===== config.mk =====
export PLATFORM = sky130hd
export DESIGN_NAME = eth_header_filter
export DESIGN_NICKNAME = d
export VERILOG_FILES = /design/src/rtl/eth_pkg.sv /design/src/rtl/eth_desc_fifo.sv /design/src/rtl/eth_header_filter.sv
export SDC_FILE = /design/constraint.sdc
export NUM_CORES = 1
export LEC_CHECK = 0
export ABC_AREA = 1
export CAP_MARGIN = 20
export CORE_ASPECT_RATIO = 0.7
export CORE_MARGIN = 10
export CORE_UTILIZATION = 30
export CTS_BUF_LIST = sky130_fd_sc_hd__clkbuf_8
export DETAILED_ROUTE_END_ITERATION = 6
export PLACE_DENSITY = 0.51
export SYNTH_ARGS = -nofsm -noshare
export SYNTH_HDL_FRONTEND = slang
export SYNTH_SLANG_ARGS = --single-unit

===== constraint.sdc =====
create_clock -name clk -period 1.87 [get_ports clk]
set_clock_uncertainty 0.15 [all_clocks]
set_input_delay 0.374 -clock clk [delete_from_list [all_inputs] [get_ports clk]]
set_output_delay 0.374 -clock clk [all_outputs]
set_load 0.05 [all_outputs]

===== src/rtl/eth_pkg.sv =====
// eth_pkg: shared Ethernet header constants, classes and the queued descriptor type
package eth_pkg;
  localparam logic [15:0] ETHERTYPE_IPV4    = 16'h0800;
  localparam logic [15:0] ETHERTYPE_IPV6    = 16'h86DD;
  localparam logic [15:0] ETHERTYPE_ARP     = 16'h0806;
  localparam logic [15:0] ETHERTYPE_VLAN    = 16'h8100;
  localparam logic [15:0] ETH_MIN_ETHERTYPE = 16'h0600;
  localparam logic [47:0] MAC_BCAST         = 48'hFFFF_FFFF_FFFF;

  typedef enum logic [2:0] {
    CLS_OTHER = 3'd0,
    CLS_IPV4  = 3'd1,
    CLS_IPV6  = 3'd2,
    CLS_ARP   = 3'd3,
    CLS_VLAN  = 3'd4,
    CLS_LLC   = 3'd5
  } eth_class_t;

  typedef struct packed {
    logic [47:0] src_mac;
    logic [15:0] eth_type;
    eth_class_t  cls;
    logic        bcast;
    logic        mcast;
  } eth_desc_t;

  function automatic eth_class_t eth_classify(input logic [15:0] t);
    return t == ETHERTYPE_IPV4    ? CLS_IPV4 :
           t == ETHERTYPE_IPV6    ? CLS_IPV6 :
           t == ETHERTYPE_ARP     ? CLS_ARP  :
           t == ETHERTYPE_VLAN    ? CLS_VLAN :
           t <  ETH_MIN_ETHERTYPE ? CLS_LLC  : CLS_OTHER;
  endfunction
endpackage


===== src/rtl/eth_desc_fifo.sv =====
// eth_desc_fifo: synchronous descriptor FIFO; a push while full is taken only alongside a pop
module eth_desc_fifo
  import eth_pkg::*;
#(
  parameter int DEPTH = 4
) (
  input  logic                     clk,
  input  logic                     rst_n,
  input  logic                     push,
  input  logic                     pop,
  input  eth_desc_t                din,
  output eth_desc_t                dout,
  output logic                     full,
  output logic                     empty,
  output logic [$clog2(DEPTH):0]   count
);
  localparam int AW = $clog2(DEPTH);
  eth_desc_t mem [DEPTH];
  logic [AW-1:0] wr_ptr, rd_ptr;
  logic do_push, do_pop;
  assign full    = count == (AW+1)'(DEPTH);
  assign empty   = count == '0;
  assign do_pop  = pop && !empty;
  assign do_push = push && (!full || do_pop);
  assign dout    = mem[rd_ptr];
  always_ff @(posedge clk or negedge rst_n) begin
    if (!rst_n) begin
      for (int i = 0; i < DEPTH; i++) mem[i] <= '0;
      wr_ptr <= '0;
      rd_ptr <= '0;
      count  <= '0;
    end else begin
      if (do_push) begin
        mem[wr_ptr] <= din;
        wr_ptr      <= wr_ptr + AW'(1);
      end
      if (do_pop) rd_ptr <= rd_ptr + AW'(1);
      count <= count + (AW+1)'(do_push) - (AW+1)'(do_pop);
    end
  end
endmodule


===== src/rtl/eth_header_filter.sv =====
// eth_header_filter: address filter + EtherType classifier feeding a descriptor FIFO
// ETH_FILTER_STATS_EN enables the accept/drop/overflow counters; otherwise they read 0.
module eth_header_filter
  import eth_pkg::*;
#(
  parameter int FIFO_DEPTH = 4,
  parameter int CNT_W      = 16
) (
  input  logic             clk,
  input  logic             rst_n,
  input  logic [47:0]      dst_mac,
  input  logic [47:0]      src_mac,
  input  logic [15:0]      eth_type,
  input  logic             hdr_valid,
  input  logic [47:0]      local_mac,
  input  logic             promisc,
  output logic             out_valid,
  input  logic             out_ready,
  output logic [47:0]      out_src_mac,
  output logic [15:0]      out_eth_type,
  output logic [2:0]       out_class,
  output logic             out_bcast,
  output logic             out_mcast,
  output logic [CNT_W-1:0] accept_cnt,
  output logic [CNT_W-1:0] drop_cnt,
  output logic [CNT_W-1:0] ovf_cnt
);
  logic      s1_valid, s1_hit, bcast, pop, room, push, full, empty;
  eth_desc_t s1_desc, head;
  assign bcast = dst_mac == MAC_BCAST;
  always_ff @(posedge clk or negedge rst_n) begin
    if (!rst_n) begin
      s1_valid <= 1'b0;
      s1_hit   <= 1'b0;
      s1_desc  <= '0;
    end else begin
      s1_valid <= hdr_valid;
      s1_hit   <= promisc | (dst_mac == local_mac) | bcast | dst_mac[40];
      s1_desc  <= '{src_mac: src_mac, eth_type: eth_type, cls: eth_classify(eth_type),
                    bcast: bcast, mcast: dst_mac[40] & ~bcast};
    end
  end
  // a pop in the same cycle frees the slot for the incoming descriptor
  assign pop  = !empty && out_ready;
  assign room = !full || pop;
  assign push = s1_valid && s1_hit && room;
  eth_desc_fifo #(.DEPTH(FIFO_DEPTH)) u_fifo (
    .clk   (clk),
    .rst_n (rst_n),
    .push  (push),
    .pop   (pop),
    .din   (s1_desc),
    .dout  (head),
    .full  (full),
    .empty (empty),
    .count ()
  );
  assign out_valid    = !empty;
  assign out_src_mac  = head.src_mac;
  assign out_eth_type = head.eth_type;
  assign out_class    = head.cls;
  assign out_bcast    = head.bcast;
  assign out_mcast    = head.mcast;
`ifdef ETH_FILTER_STATS_EN
  always_ff @(posedge clk or negedge rst_n) begin
    if (!rst_n) begin
      accept_cnt <= '0;
      drop_cnt   <= '0;
      ovf_cnt    <= '0;
    end else begin
      if (push && accept_cnt != '1) accept_cnt <= accept_cnt + CNT_W'(1);
      if (s1_valid && !s1_hit && drop_cnt != '1) drop_cnt <= drop_cnt + CNT_W'(1);
      if (s1_valid && s1_hit && !room && ovf_cnt != '1) ovf_cnt <= ovf_cnt + CNT_W'(1);
    end
  end
`else
  assign accept_cnt = '0;
  assign drop_cnt   = '0;
  assign ovf_cnt    = '0;
`endif
endmodule


**Yosys cells after proc, flatten, opt, wreduce, memory -nomap -nowiden**

Cells that the tools add are included.

- Output and inout bits: 118
- Input port bits: 165
- Word-level logic and storage cells: 74
- Register bits after elaboration: 354

- Bitwise operators: 7
- $add $sub $neg: 4
- Eq/ne operators: 7
- Muxes and demuxes: 11
- Reductions and logical operators: 11
- $lt $le $gt $ge: 4

Operators with widths:

| operator | count |
|---|---|
| bitwise mux 276 bit | 1 |
| two-way mux 69 bit | 3 |
| binary-select mux 69 bit (select 2 bit) | 1 |
| demux 69 bit (select 2 bit) | 1 |
| == test 48 bit | 1 |
| == test 48 bit (second input constant) | 1 |
| == test 16 x 12 -> 1 bit (second input constant) | 2 |
| == test 16 bit (second input constant) | 2 |
| less-than comparator 16 x 11 -> 1 bit (second input constant) | 1 |
| two-way mux 3 bit | 5 |
| greater-or-equal comparator 3 bit (second input constant) | 2 |
| logical AND 1 bit | 6 |
| NOT 2 -> 3 bit | 2 |
| adder 2 x 1 -> 2 bit (second input constant) | 2 |
| adder 3 x 1 -> 3 bit | 1 |
| == test 3 bit (second input constant) | 1 |
| zero test 3 bit | 1 |
| less-than comparator 3 x 1 -> 1 bit (second input constant) | 1 |
| bitwise OR 1 bit | 3 |
| subtractor 3 x 1 -> 3 bit | 1 |
| zero test 1 bit | 2 |
| logical OR 1 bit | 2 |
| bitwise AND 1 bit | 1 |
| NOT 1 bit | 1 |

**Longest topological paths before layout**

Gate-level depths: netlist of run 1.

- Depth in word-level cells: 8
- Depth in mapped cells: 9
- Depth with buffers taken out: 9

**Hierarchy**

Synthesis of run 1 repeated with hierarchy kept, for this count alone.

- Cells, all modules: 1983
- Area, all modules: 16744.8 um2

By module, submodules not included:

| module | cells an instance | area an instance (um2) | instances | seq. area each (um2) |
|---|---|---|---|---|
| eth_desc_fifo | 1666 | 13578.0 | 1 | 7081.8 |
| eth_header_filter | 317 | 3166.8 | 1 | 1776.7 |

**Worst setup path after synthesis of run 1**

No wires, ideal clock.

- Path kind: flip-flop to output port
- Start: register u_fifo.rd_ptr[0]
- End: output out_src_mac[6]
- Path buffers: 3
- Cell stages (with the launch flop): 7
- Required time: 1.346 ns
- Path slack: -0.471 ns
- Data arrival time: 1.817 ns
- Cells stage by stage: dfrtp_1 -> buf_2 -> inv_2 -> buf_2 -> buf_2 -> o21ai_0 -> o22ai_1

- Cells in the longest elaborated chain, start to end: 4

RTL lines:

| what | RTL line | source |
|---|---|---|
| start, declared | eth_desc_fifo.sv:19 | `logic [AW-1:0] wr_ptr, rd_ptr;` |
| start signal, assigned | eth_desc_fifo.sv:37 | `if (do_pop) rd_ptr <= rd_ptr + AW'(1);` |
| NOT 2 -> 3 bit (not written as such) | eth_desc_fifo.sv:25 | `assign dout = mem[rd_ptr];` |
| binary-select mux 69 bit (select 2 bit) | eth_desc_fifo.sv:25 |  |
| two-way mux 69 bit (not written as such) (2 in series) | eth_desc_fifo.sv:25 |  |
| end, declared | eth_header_filter.sv:19 | `output logic [47:0] out_src_mac,` |

No other way between the ends. The select of a mux whose other input is x is not followed.

**Worst setup path after layout of run 1**

- Start: register u_fifo.rd_ptr[0]
- End: output out_eth_type[3]

- Cells in the longest elaborated chain, start to end: 4

RTL lines:

| what | RTL line | source |
|---|---|---|
| NOT 2 -> 3 bit (not written as such) | eth_desc_fifo.sv:25 |  |
| binary-select mux 69 bit (select 2 bit) | eth_desc_fifo.sv:25 |  |
| two-way mux 69 bit (not written as such) (2 in series) | eth_desc_fifo.sv:25 |  |
| end, declared | eth_header_filter.sv:20 | `output logic [15:0] out_eth_type,` |

No other way between the ends. The select of a mux whose other input is x is not followed.

==> summary.txt, run 1 <==
GRT
  • Total grt overflow: 0
  • Number of global-route vias before repair: 15020
  • First-pass GRT wire length: 92.03 mm
  • Total global-route track usage: 17.90%
  • Most Used Layer, Global Route: met2
  • M3 GR Usage: 3.320%
  • Met1 Track Usage GR: 25.20%
  • Antenna violations before repair: 2
  • Pin count of the biggest net entering global routing: 73
  • Met2 Track Usage GR: 28.51%

Yosys
  • Seq/Total Area, Yosys: 54.02%
  • Yosys reg bits: 354
  • Post-synthesis average cell area: 8.453 um2
  • Post-synth cell types: 31
  • Cell Area, Synth: 16400 um2
  • Yosys warnings: 0
  • Post-Syn Instances: 1940

Detailed routing
  • 1st-pass router iterations: 5
  • DRC viols: 0
  • Drt total wl: 65.95 mm
  • Wire per inst: 21.01 um
  • Vias per inst: 4.873
  • Vias post-DR: 15300
  • Antenna Violating Nets Remaining: 0
  • Initial detailed-routing violation count: 1206

Worst hold path
  • Worst hold path type: input port to flip-flop

Layout
  • Commonest cells after routing, fill and taps aside: nand2_1, dfrtp_1, o21ai_1
  • Area grow syn2layout: 63.05%
  • Final core utilization: 49.58%
  • Most common cell after layout, fill and taps aside: nand2_1
  • Fin cells: 3139
  • Fraction of layout cells with a size suffix above 1: 32.21%
  • Nets: 2538
  • ANT cells: 0

Pwr
  • Power density over the cells: 2020 nW/um2
  • Pleak: 12.22 nW
  • Max VDD drop: 1.560 mV

Floorplan
  • Die W: 299.4 um
  • Die area: 64560 um2
  • Starting Density: 30.41%
  • Die Ht: 215.6 um
  • I/O Pins: 283
  • Core area: 53920 um2
  • Core Rows: 71

STA
  • RSZ-0062 raised after global routing: true
  • Fin crit share: 140.9%
  • Fmax achieved: 379.6 MHz
  • Final Setup Violations: 187
  • Worst Slack Setup Final: -0.7640 ns
  • Final Hold Viols: 0
  • Final hold slack: 0.03975 ns
  • Max-slew violation count: 0
  • Final period demand of the worst path: 2.634 ns

Flow run
  • Max_cap viols: 0

Place
  • DPL Wire Length: 37.22 mm
  • DP Worst Slack: -0.5491 ns
  • Port Buf Inserts: 234
  • Placed Cells incl. Taps: 2942
  • GPL Wtd Cong: 0.8314

Setup path
  • CP Launch Type: flip-flop
  • Worst endpoint required time: 1.35 ns
  • Critical path arrival: 2.11 ns
  • CP endpoint kind: output pin
  • Setup Crit Path Kind: flip-flop to output pin
  • Critical path fanouts, max: 19

Clock tree
  • Reg clk slew, reported paths: 0.07 ns
  • Worst-skew pair later-pin latency: 0.64 ns
  • H-Tree Depth: 2
  • CTS max path bufs: 3
  • CTS root buf: clkbuf_8
  • CTS tree: built
  • CTS Buf Count: 57
  • Clk sink count: 354

Status
  • Status: finished with violations
  • Failing checks: negative setup slack
[flip-flops by register name, summed over array words and instances (netlist names)]
register,count
u_fifo.mem,276
s1_desc,69
u_fifo.count,3
u_fifo.rd_ptr,2
u_fifo.wr_ptr,2
s1_hit,1
s1_valid,1
[path summary, 6_finish.rpt]
path / startpoint / end / slack, ns / cells past startpoint
max: u_fifo.rd_ptr[0] / out_eth_type[3] / -0.76 / 5
min: src_mac[0] / s1_desc[21] / 0.04 / 1
max reg2reg: u_fifo.count[1] / u_fifo.mem[155] / -0.06 / 11
min reg2reg: u_fifo.mem[132] / u_fifo.mem[132] / 0.33 / 2
max in group asynchronous: rst_n / u_fifo.mem[181] / 0.76 / 3
min in group asynchronous: rst_n / u_fifo.mem[190] / 0.06 / 2
[report_power, final]
part	internal, mW	switching [mW]
combinational	15.7	19.2
sequential	10.4	1.86
clock	3.57	3.26
total	29.7	24.3
[cell type report]
cell class	instances	area, um2
Multi-Input combinational cell	1411	8593
Clock inverter	27	131.4
Fill cell	4925	27190
Sequential cell	354	8864
Clock buffer	75	1032
Inverter	43	193.9
Timing Repair Buffer	497	6977
Tap cell	730	913.4
Timing Repair inverter	2	32.53
[metrics by stage]
step                      power [mW]  TNS, ns  instance area, um2
after floorplan                28.12   -1.431               17570
after global placement         41.08   -78.11               22220
after detailed placement       41.46   -86.74               22220
after CTS                      50.79   -54.10               24350
after global routing           56.66   -77.63               26740
final                          54.02   -51.35               26740
[routing by layer]
| layer | share of wire, % | up-vias |
|---|---|---|
| met1 | 46 | 7587 |
| met2 | 46 | 491 |
| met4 | 1.6 | 0 |
| li1 | - | 7142 |
| met5 | 0 | - |
| met3 | 5.9 | 76 |
[cells by family (layout without fill, tap and decap cells)]
| group | Yosys count | in the layout | share of synthesized area, % |
|---|---|---|---|
| buffers and inverters | 222 | 644 | 7.981 |
| AOI/OAI and AO/OA | 485 | 485 | 15.34 |
| and+or+nand+nor | 827 | 827 | 19.71 |
| xor gates and xnor gates | 44 | 44 | 2.350 |
| other | 1 | 48 | 0.02287 |
| DFF | 354 | 354 | 54.02 |
| adders and majority gates | 7 | 7 | 0.5799 |
[synth_stat cells]
cell	count	area, um2
fa_1	1	20.02
buf_6	26	292.8
a31oi_1	1	6.260
nor4_1	3	18.77
buf_2	46	230.2
buf_4	50	375.4
inv_2	3	11.26
nand3_2	1	10.01
o21ai_0	195	975.9
nor3b_1	1	7.510
o22ai_1	69	431.7
buf_8	3	45.04
xnor2_1	41	359.1
nor2_2	1	6.260
nand4_1	10	62.56
nand2_1	628	2357
nor2_8	3	60.06
dfrtp_1	354	8859
buf_1	13	48.80
o21ai_1	220	1101
inv_1	40	150.1
clkbuf_1	40	150.1
nor2_1	162	608.1
ha_1	6	75.07
or2_2	3	18.77
nand3_1	9	45.04
xor2_1	3	26.28
conb_1	1	3.750
clkbuf_2	1	5.000
nand4_2	1	12.51
nor3_1	5	25.02
[critical path, stage by stage, from the launching register on]
cell and delay, ns:
dfrtp_4 0.52, buf_12 0.18, bufbuf_16 0.33, nor2_2 0.18
o22ai_4 0.10, buf_12 0.16
[repair_timing]
item                                    4_1_cts  5_1_grt
pin swaps                                    25       86
endpoints found under the setup margin       75      340
hold buffers                                 14        1
hold endpoints to repair                    367        1
buffers inserted                             10       16
gates cloned                                 12       47
resized for setup                           154      409
Note: power is estimated with default switching activity, not from simulation.
==> run 2: changes to the inputs <==
--- a/config.mk
+++ b/config.mk
@@ -8,11 +8,12 @@
 export ABC_AREA = 1
 export CAP_MARGIN = 20
 export CORE_ASPECT_RATIO = 0.7
-export CORE_MARGIN = 10
+export CORE_MARGIN = 5
 export CORE_UTILIZATION = 30
 export CTS_BUF_LIST = sky130_fd_sc_hd__clkbuf_8
 export DETAILED_ROUTE_END_ITERATION = 6
 export PLACE_DENSITY = 0.51
+export SKIP_CTS_REPAIR_TIMING = 1
 export SYNTH_ARGS = -nofsm -noshare
 export SYNTH_HDL_FRONTEND = slang
 export SYNTH_SLANG_ARGS = --single-unit
==> run 2 against run 1 <==
- the flow still finishes with violations (negative setup slack)
- sequential share of layout area increased by 3.1 points
- critical endpoint is now out_src_mac[45]
- critical path depth up 1
- cell area decreased by 8.4%
- critical path type unchanged
- core utilization fell by 4.2 points
- setup slack worse by 0.017 ns
- flip-flop and latch count did not move
- via count down 5.0%
- cell count shrank 2.3%
- global-route usage rose by 0.51 points
- clock power up 3.5%
==> summary.txt, run 2 (same netlist as run 1, synthesis figures left out) <==
Status
  • Status: finished with violations (unchanged)
  • Failing checks: negative setup slack (unchanged)

Detailed routing
  • Vias per inst: 4.737 (was 4.873)
  • 1st-pass router iterations: 5 (unchanged)
  • Drt total wl: 56.94 mm (was 65.95 mm)
  • Wire per inst: 18.57 um (was 21.01 um)
  • Vias post-DR: 14530 (was 15300)
  • Initial detailed-routing violation count: 1007 (was 1206)
  • Antenna Violating Nets Remaining: 0 (unchanged)
  • DRC viols: 0 (unchanged)

Pwr
  • Sw Ratio: 45.00% (about the same)
  • Power density over the cells: 2071 nW/um2 (was 2020 nW/um2)
  • Logic pwr share: 62.1% (was 64.6%)
  • Flop pwr share: 24.0% (was 22.7%)
  • Max VDD drop: 1.211 mV (was 1.560 mV)
  • Total Power: 50.69 mW (was 54.02 mW)
  • NetSw: 22.81 mW (was 24.31 mW)
  • Int Power: 27.88 mW (was 29.71 mW)
  • Clock power frac: 14.0% (was 12.7%)
  • Pleak: 11.07 nW (was 12.22 nW)

Setup path
  • CP Launch Type: flip-flop (unchanged)
  • CP most frequent cell: buf_12 (unchanged)
  • Worst flop-to-flop path endpoint: u_fifo.count[1] (was u_fifo.mem[155])
  • FF-to-FF path depth: 8 (was 11)
  • Register-to-register setup slack: -0.02 ns (was -0.06 ns)
  • Setup Crit Path Kind: flip-flop to output pin (unchanged)
  • Critical Path Start: u_fifo.rd_ptr[0] (unchanged)
  • CP max stage delay: 0.57 ns (was 0.52 ns)
  • CP endpoint kind: output pin (unchanged)
  • Reg2reg start: u_fifo.count[1] (unchanged)
  • Critical path fanouts, max: 7 (was 19)
  • Worst endpoint required time: 1.35 ns (about the same)
  • Critical path arrival: 2.13 ns (was 2.11 ns)
  • Slowest CP cell: dfrtp_4 (unchanged)
  • Crit-path cells: clkinv_8, buf_12, buf_12, nor2_4, o22ai_4, buf_12 (was buf_12, bufbuf_16, nor2_2, o22ai_4, buf_12)

Floorplan
  • Die W: 289.4 um (was 299.4 um)
  • I/O Pins: 283 (unchanged)
  • Core area: 53920 um2 (unchanged)
  • Starting Density: 30.41% (unchanged)
  • Die area: 59510 um2 (was 64560 um2)
  • Die Ht: 205.6 um (was 215.6 um)
  • Core Rows: 71 (unchanged)

STA
  • Final Setup Violations: 71 (was 187)
  • RSZ-0062 raised after global routing: true (unchanged)
  • Max-slew violation count: 0 (unchanged)
  • Setup TNS: -48.74 ns (was -51.35 ns)
  • Fin crit share: 141.8% (was 140.9%)
  • Fmax achieved: 377.2 MHz (was 379.6 MHz)
  • Final period demand of the worst path: 2.651 ns (was 2.634 ns)
  • Final Hold Viols: 0 (unchanged)
  • Worst Slack Setup Final: -0.7812 ns (was -0.7640 ns)

Worst hold path
  • Hold Path Origin: src_mac[40] (was src_mac[0])
  • Hold path endpoint: s1_desc[61] (was s1_desc[21])
  • Worst hold path type: input port to flip-flop (unchanged)
  • WHS Path Cells: 1 (unchanged)

GRT
  • Total grt overflow: 0 (unchanged)
  • First-pass GRT wire length: 86.41 mm (was 92.03 mm)
  • Total global-route track usage: 18.42% (was 17.90%)
  • Pin count of the biggest net entering global routing: 60 (was 73)
  • Number of global-route vias before repair: 14590 (was 15020)
  • Antenna violations before repair: 0 (was 2)

Layout
  • Max reg flops: 276 (unchanged)
  • Fin cells: 3066 (was 3139)
  • Nets: 2464 (was 2538)
  • Fraction of layout cells with a size suffix above 1: 23.59% (was 32.21%)
  • ANT cells: 0 (unchanged)
  • Register name with the most flops: u_fifo.mem (unchanged)
  • Most common cell after layout, fill and taps aside: nand2_1 (unchanged)
  • Biggest regs: u_fifo.mem (276), s1_desc (69), u_fifo.count (3) (unchanged)
  • Commonest cells after routing, fill and taps aside: nand2_1, dfrtp_1, o21ai_1 (unchanged)
  • Area grow syn2layout: 49.28% (was 63.05%)
  • Layout fillers: 5188 (was 4925)

Clock tree
  • CTS root buf: clkbuf_8 (unchanged)
  • CTS tree: built (unchanged)
  • CTS Buf Count: 57 (unchanged)
  • Reg clk slew, reported paths: 0.06 ns (was 0.07 ns)
  • CTS max path bufs: 3 (unchanged)
  • H-Tree Depth: 2 (unchanged)
  • Clk sink count: 354 (unchanged)
  • Worst-skew pair later-pin latency: 0.64 ns (about the same)

Flow run
  • Max_cap viols: 0 (unchanged)

Place
  • DPL Wire Length: 35.99 mm (was 37.22 mm)
  • Port Buf Inserts: 234 (unchanged)
  • Placed Cells incl. Taps: 2943 (was 2942)
  • GPL Wtd Cong: 0.8180 (was 0.8314)
run 2: power by group through the flow:
stage | sequential [mW] | combinational (mW) | clock (mW)
2_1_floorplan | 11.5 | 16.7 | 0
3_3_place_gp | 11.8 | 29.3 | 0
3_5_place_dp | 11.9 | 29.5 | 0
4_1_cts | 11.7 | 29.6 | 7.26
5_1_grt | 12.5 | 33.4 | 7.62
6_report | 12.1 | 31.5 | 7.07
run 2: area by class of cell:
class	instances	area (um2)	share of cell area, %
clock inverters	24	123.9	0.5060
clock buffers	79	1087	4.442
inverters	43	180.2	0.7360
repair buffers	425	5344	21.83
multi-input cells	1411	7966	32.54
well taps	730	913.4	3.731
flip-flops and latches	354	8864	36.21
run 2: critical path: cells and delay by family (launching register included):
| kind | cells | cell delay [ns] |
|---|---|---|
| AO/OA/AOI/OAI | 1 | 0.24 |
| buffers and inverters | 4 | 0.63 |
| flip-flops | 1 | 0.57 |
| AND/OR/NAND/NOR | 1 | 0.04 |
run 2: how the worst max path moves through the flow:
stage	slack [ns]	to
4_1_cts	-0.88	out_eth_type[3]
2_1_floorplan	-0.03	out_bcast
5_1_grt	-0.85	out_src_mac[5]
6_report	-0.78	out_src_mac[45]
3_3_place_gp	-0.61	u_fifo.count[1]
3_5_place_dp	-0.60	u_fifo.count[2]
run 2: per-stage QoR:
| step | utilization (%) | instance area (um2) | setup slack [ns] | hold slack (ns) |
|---|---|---|---|---|
| 2_1_floorplan | - | 17570 | -0.02891 | -0.07159 |
| 3_3_place_gp | 41.33 | 22290 | -0.6129 | 0.1941 |
| 3_5_place_dp | 41.33 | 22290 | -0.5959 | 0.1905 |
| 4_1_cts | 43.58 | 23500 | -0.8822 | -0.5023 |
| 5_1_grt | 45.40 | 24480 | -0.8548 | -0.000003664 |
| 6_report | 45.40 | 24480 | -0.7812 | 0.03547 |
run 2: per-layer routing:
layer | GRT usage (%) | vias to the layer above | part of all wire [%]
met5 | 0 | - | 0
met4 | 2.981 | 0 | 1.2
met3 | 2.846 | 66 | 4.4
met2 | 29.61 | 322 | 47
met1 | 26.84 | 7163 | 47
li1 | - | 6974 | -
==> run 3: changes to the inputs <==
--- a/config.mk
+++ b/config.mk
@@ -13,6 +13,7 @@
 export CTS_BUF_LIST = sky130_fd_sc_hd__clkbuf_8
 export DETAILED_ROUTE_END_ITERATION = 6
 export PLACE_DENSITY = 0.51
+export RECOVER_POWER = 50
 export SKIP_CTS_REPAIR_TIMING = 1
 export SYNTH_ARGS = -nofsm -noshare
 export SYNTH_HDL_FRONTEND = slang
==> run 3 against run 2 <==
- the run still ends with negative setup slack left
- die area is the same
- combinational power is essentially flat
- highest routed layer unchanged
- clock power is essentially flat
- cell area is essentially flat
- maximum frequency is essentially flat
- largest power group unchanged
- flip-flop and latch count is the same
==> summary.txt, run 3 (same netlist as run 1, synthesis figures left out) <==
Status
  • Status: finished with violations (unchanged)
  • Failing checks: negative setup slack (unchanged)

Setup path
  • Worst flop-to-flop path endpoint: u_fifo.count[1] (unchanged)
  • Setup Crit Path Kind: flip-flop to output pin (unchanged)
  • CP max stage delay: 0.57 ns (about the same)
  • Slowest CP cell: dfrtp_4 (unchanged)
  • Crit path buffers/inverters: 4 (unchanged)
  • Crit-path cells: clkinv_8, buf_12, buf_12, nor2_4, o22ai_4, buf_12 (unchanged)
  • CP Launch Type: flip-flop (unchanged)
  • Register-to-register setup slack: -0.02 ns (about the same)
  • Reg2reg start: u_fifo.count[1] (unchanged)
  • Critical path arrival: 2.13 ns (about the same)
  • Worst endpoint required time: 1.35 ns (about the same)
  • CP most frequent cell: buf_12 (unchanged)
  • Critical path fanouts, max: 7 (unchanged)
  • FF-to-FF path depth: 8 (unchanged)
  • CP endpoint kind: output pin (unchanged)
  • Worst path top cell family by delay: buffers and inverters (unchanged)

Clock tree
  • H-Tree Depth: 2 (unchanged)
  • Reg clk slew, reported paths: 0.06 ns (about the same)
  • CTS root buf: clkbuf_8 (unchanged)
  • CTS max path bufs: 3 (unchanged)
  • CTS Buf Count: 57 (unchanged)
  • CTS tree: built (unchanged)
  • Clk sink count: 354 (unchanged)
  • Worst-skew pair later-pin latency: 0.65 ns (was 0.64 ns)

Layout
  • Fraction of layout cells with a size suffix above 1: 23.54% (was 23.59%)
  • Nets: 2464 (unchanged)
  • ANT cells: 0 (unchanged)
  • Biggest regs: u_fifo.mem (276), s1_desc (69), u_fifo.count (3) (unchanged)
  • Fin cells: 3066 (unchanged)
  • Area grow syn2layout: 49.16% (was 49.28%)
  • Commonest cells after routing, fill and taps aside: nand2_1, dfrtp_1, o21ai_1 (unchanged)
  • Register name with the most flops: u_fifo.mem (unchanged)
  • Max reg flops: 276 (unchanged)
  • Most common cell after layout, fill and taps aside: nand2_1 (unchanged)
  • Final core utilization: 45.36% (was 45.40%)
  • Layout fillers: 5191 (was 5188)

GRT
  • Total global-route track usage: 18.42% (unchanged)
  • Pin count of the biggest net entering global routing: 60 (unchanged)
  • Total grt overflow: 0 (unchanged)
  • First-pass GRT wire length: 86.41 mm (unchanged)
  • Number of global-route vias before repair: 14590 (unchanged)
  • Antenna violations before repair: 0 (unchanged)

STA
  • Final Setup Violations: 71 (unchanged)
  • Setup TNS: -48.65 ns (was -48.74 ns)
  • Worst Slack Setup Final: -0.7808 ns (was -0.7812 ns)
  • Fin crit share: 141.8% (about the same)
  • Final Hold Viols: 0 (unchanged)
  • Final period demand of the worst path: 2.651 ns (about the same)
  • Worst slew pin tran: 1.493 ns
  • Max-slew violation count: 0 (unchanged)
  • Fmax achieved: 377.2 MHz (about the same)
  • Slew HR: 0.4874%
  • RSZ-0062 raised after global routing: true (unchanged)

Detailed routing
  • DRC viols: 0 (unchanged)
  • Drt total wl: 56.93 mm (was 56.94 mm)
  • Wire per inst: 18.57 um (about the same)
  • 1st-pass router iterations: 5 (unchanged)
  • Vias post-DR: 14480 (was 14530)
  • Antenna Violating Nets Remaining: 0 (unchanged)
  • Vias per inst: 4.724 (was 4.737)
  • Initial detailed-routing violation count: 975 (was 1007)

Floorplan
  • Core area: 53920 um2 (unchanged)
  • Starting Density: 30.41% (unchanged)
  • Die W: 289.4 um (unchanged)
  • Die Ht: 205.6 um (unchanged)
  • I/O Pins: 283 (unchanged)
  • Core Rows: 71 (unchanged)
  • Die area: 59510 um2 (unchanged)

Pwr
  • Total Power: 50.64 mW (was 50.69 mW)
  • Power density over the cells: 2070 nW/um2 (was 2071 nW/um2)
  • Max VDD drop: 1.209 mV (was 1.211 mV)
  • Pleak: 11.08 nW (was 11.07 nW)

Worst hold path
  • Worst hold path type: input port to flip-flop (unchanged)
  • WHS Path Cells: 1 (unchanged)
  • Hold path endpoint: s1_desc[61] (unchanged)
  • Hold Path Origin: src_mac[40] (unchanged)

Flow run
  • Max_cap viols: 0 (unchanged)

Place
  • Placed Cells incl. Taps: 2943 (unchanged)
  • GPL Wtd Cong: 0.8180 (unchanged)
  • DP Worst Slack: -0.5959 ns (unchanged)
  • DPL Wire Length: 35.99 mm (unchanged)
  • Port Buf Inserts: 234 (unchanged)
run 3: changes by cell type in the layout (fill, tap and decap cells not counted):
cell | before | now
clkdlybuf4s50_1 | 163 | 99
dlygate4sd3_1 | 6 | 70
buf_12 | 116 | 115
buf_4 | 119 | 118
clkbuf_1 | 0 | 1
clkbuf_2 | 0 | 1
run 3: layout make-up:
class / instances / area, um2 / area share, %
Inverter: 43 / 180.2 / 0.7366
Tap cell: 730 / 913.4 / 3.734
Sequential cell: 354 / 8864 / 36.24
Clock buffer: 79 / 1087 / 4.445
Multi-Input combinational cell: 1411 / 7966 / 32.57
Timing Repair Buffer: 425 / 5325 / 21.77
Clock inverter: 24 / 123.9 / 0.5064
run 3: worst reg2reg max path, cell delays in order, from the launching register on:
cell,delay [ns]
dfrtp_1,0.36
inv_2,0.07
a31oi_4,0.20
ha_4,0.23
inv_2,0.06
ha_4,0.12
inv_2,0.03
fa_2,0.52
inv_2,0.03
run 3: routing by layer:
metal  routed length, um  vias to the layer above  GRT usage (%)
met5                   0                        -              0
met4                 711                        0          2.981
met3                2422                       66          2.846
met2               26760                      306          29.61
met1               27040                     7150          26.84
li1                    -                     6962              -
run 3: power by group:
group | switching [mW] | internal [mW]
sequential | 1.75 | 10.4
combinational | 17.7 | 13.7
clock | 3.31 | 3.76
total | 22.8 | 27.8
run 3: worst max path at each step:
stage                     start              end  depth (start not counted)
2_1_floorplan  u_fifo.rd_ptr[0]        out_bcast                          6
3_3_place_gp          out_ready  u_fifo.count[1]                          9
3_5_place_dp          out_ready  u_fifo.count[2]                          9
4_1_cts        u_fifo.rd_ptr[0]  out_eth_type[3]                          5
5_1_grt        u_fifo.rd_ptr[0]   out_src_mac[5]                          6
6_report       u_fifo.rd_ptr[0]  out_src_mac[45]                          6
run 3: per-stage QoR:
stage               cell area, um2  hold WS, ns
floorplan                    17570     -0.07159
global placement             22290       0.1941
detailed placement           22290       0.1905
CTS                          23500      -0.5023
global route                 24460       0.1141
finish                       24460       0.1489
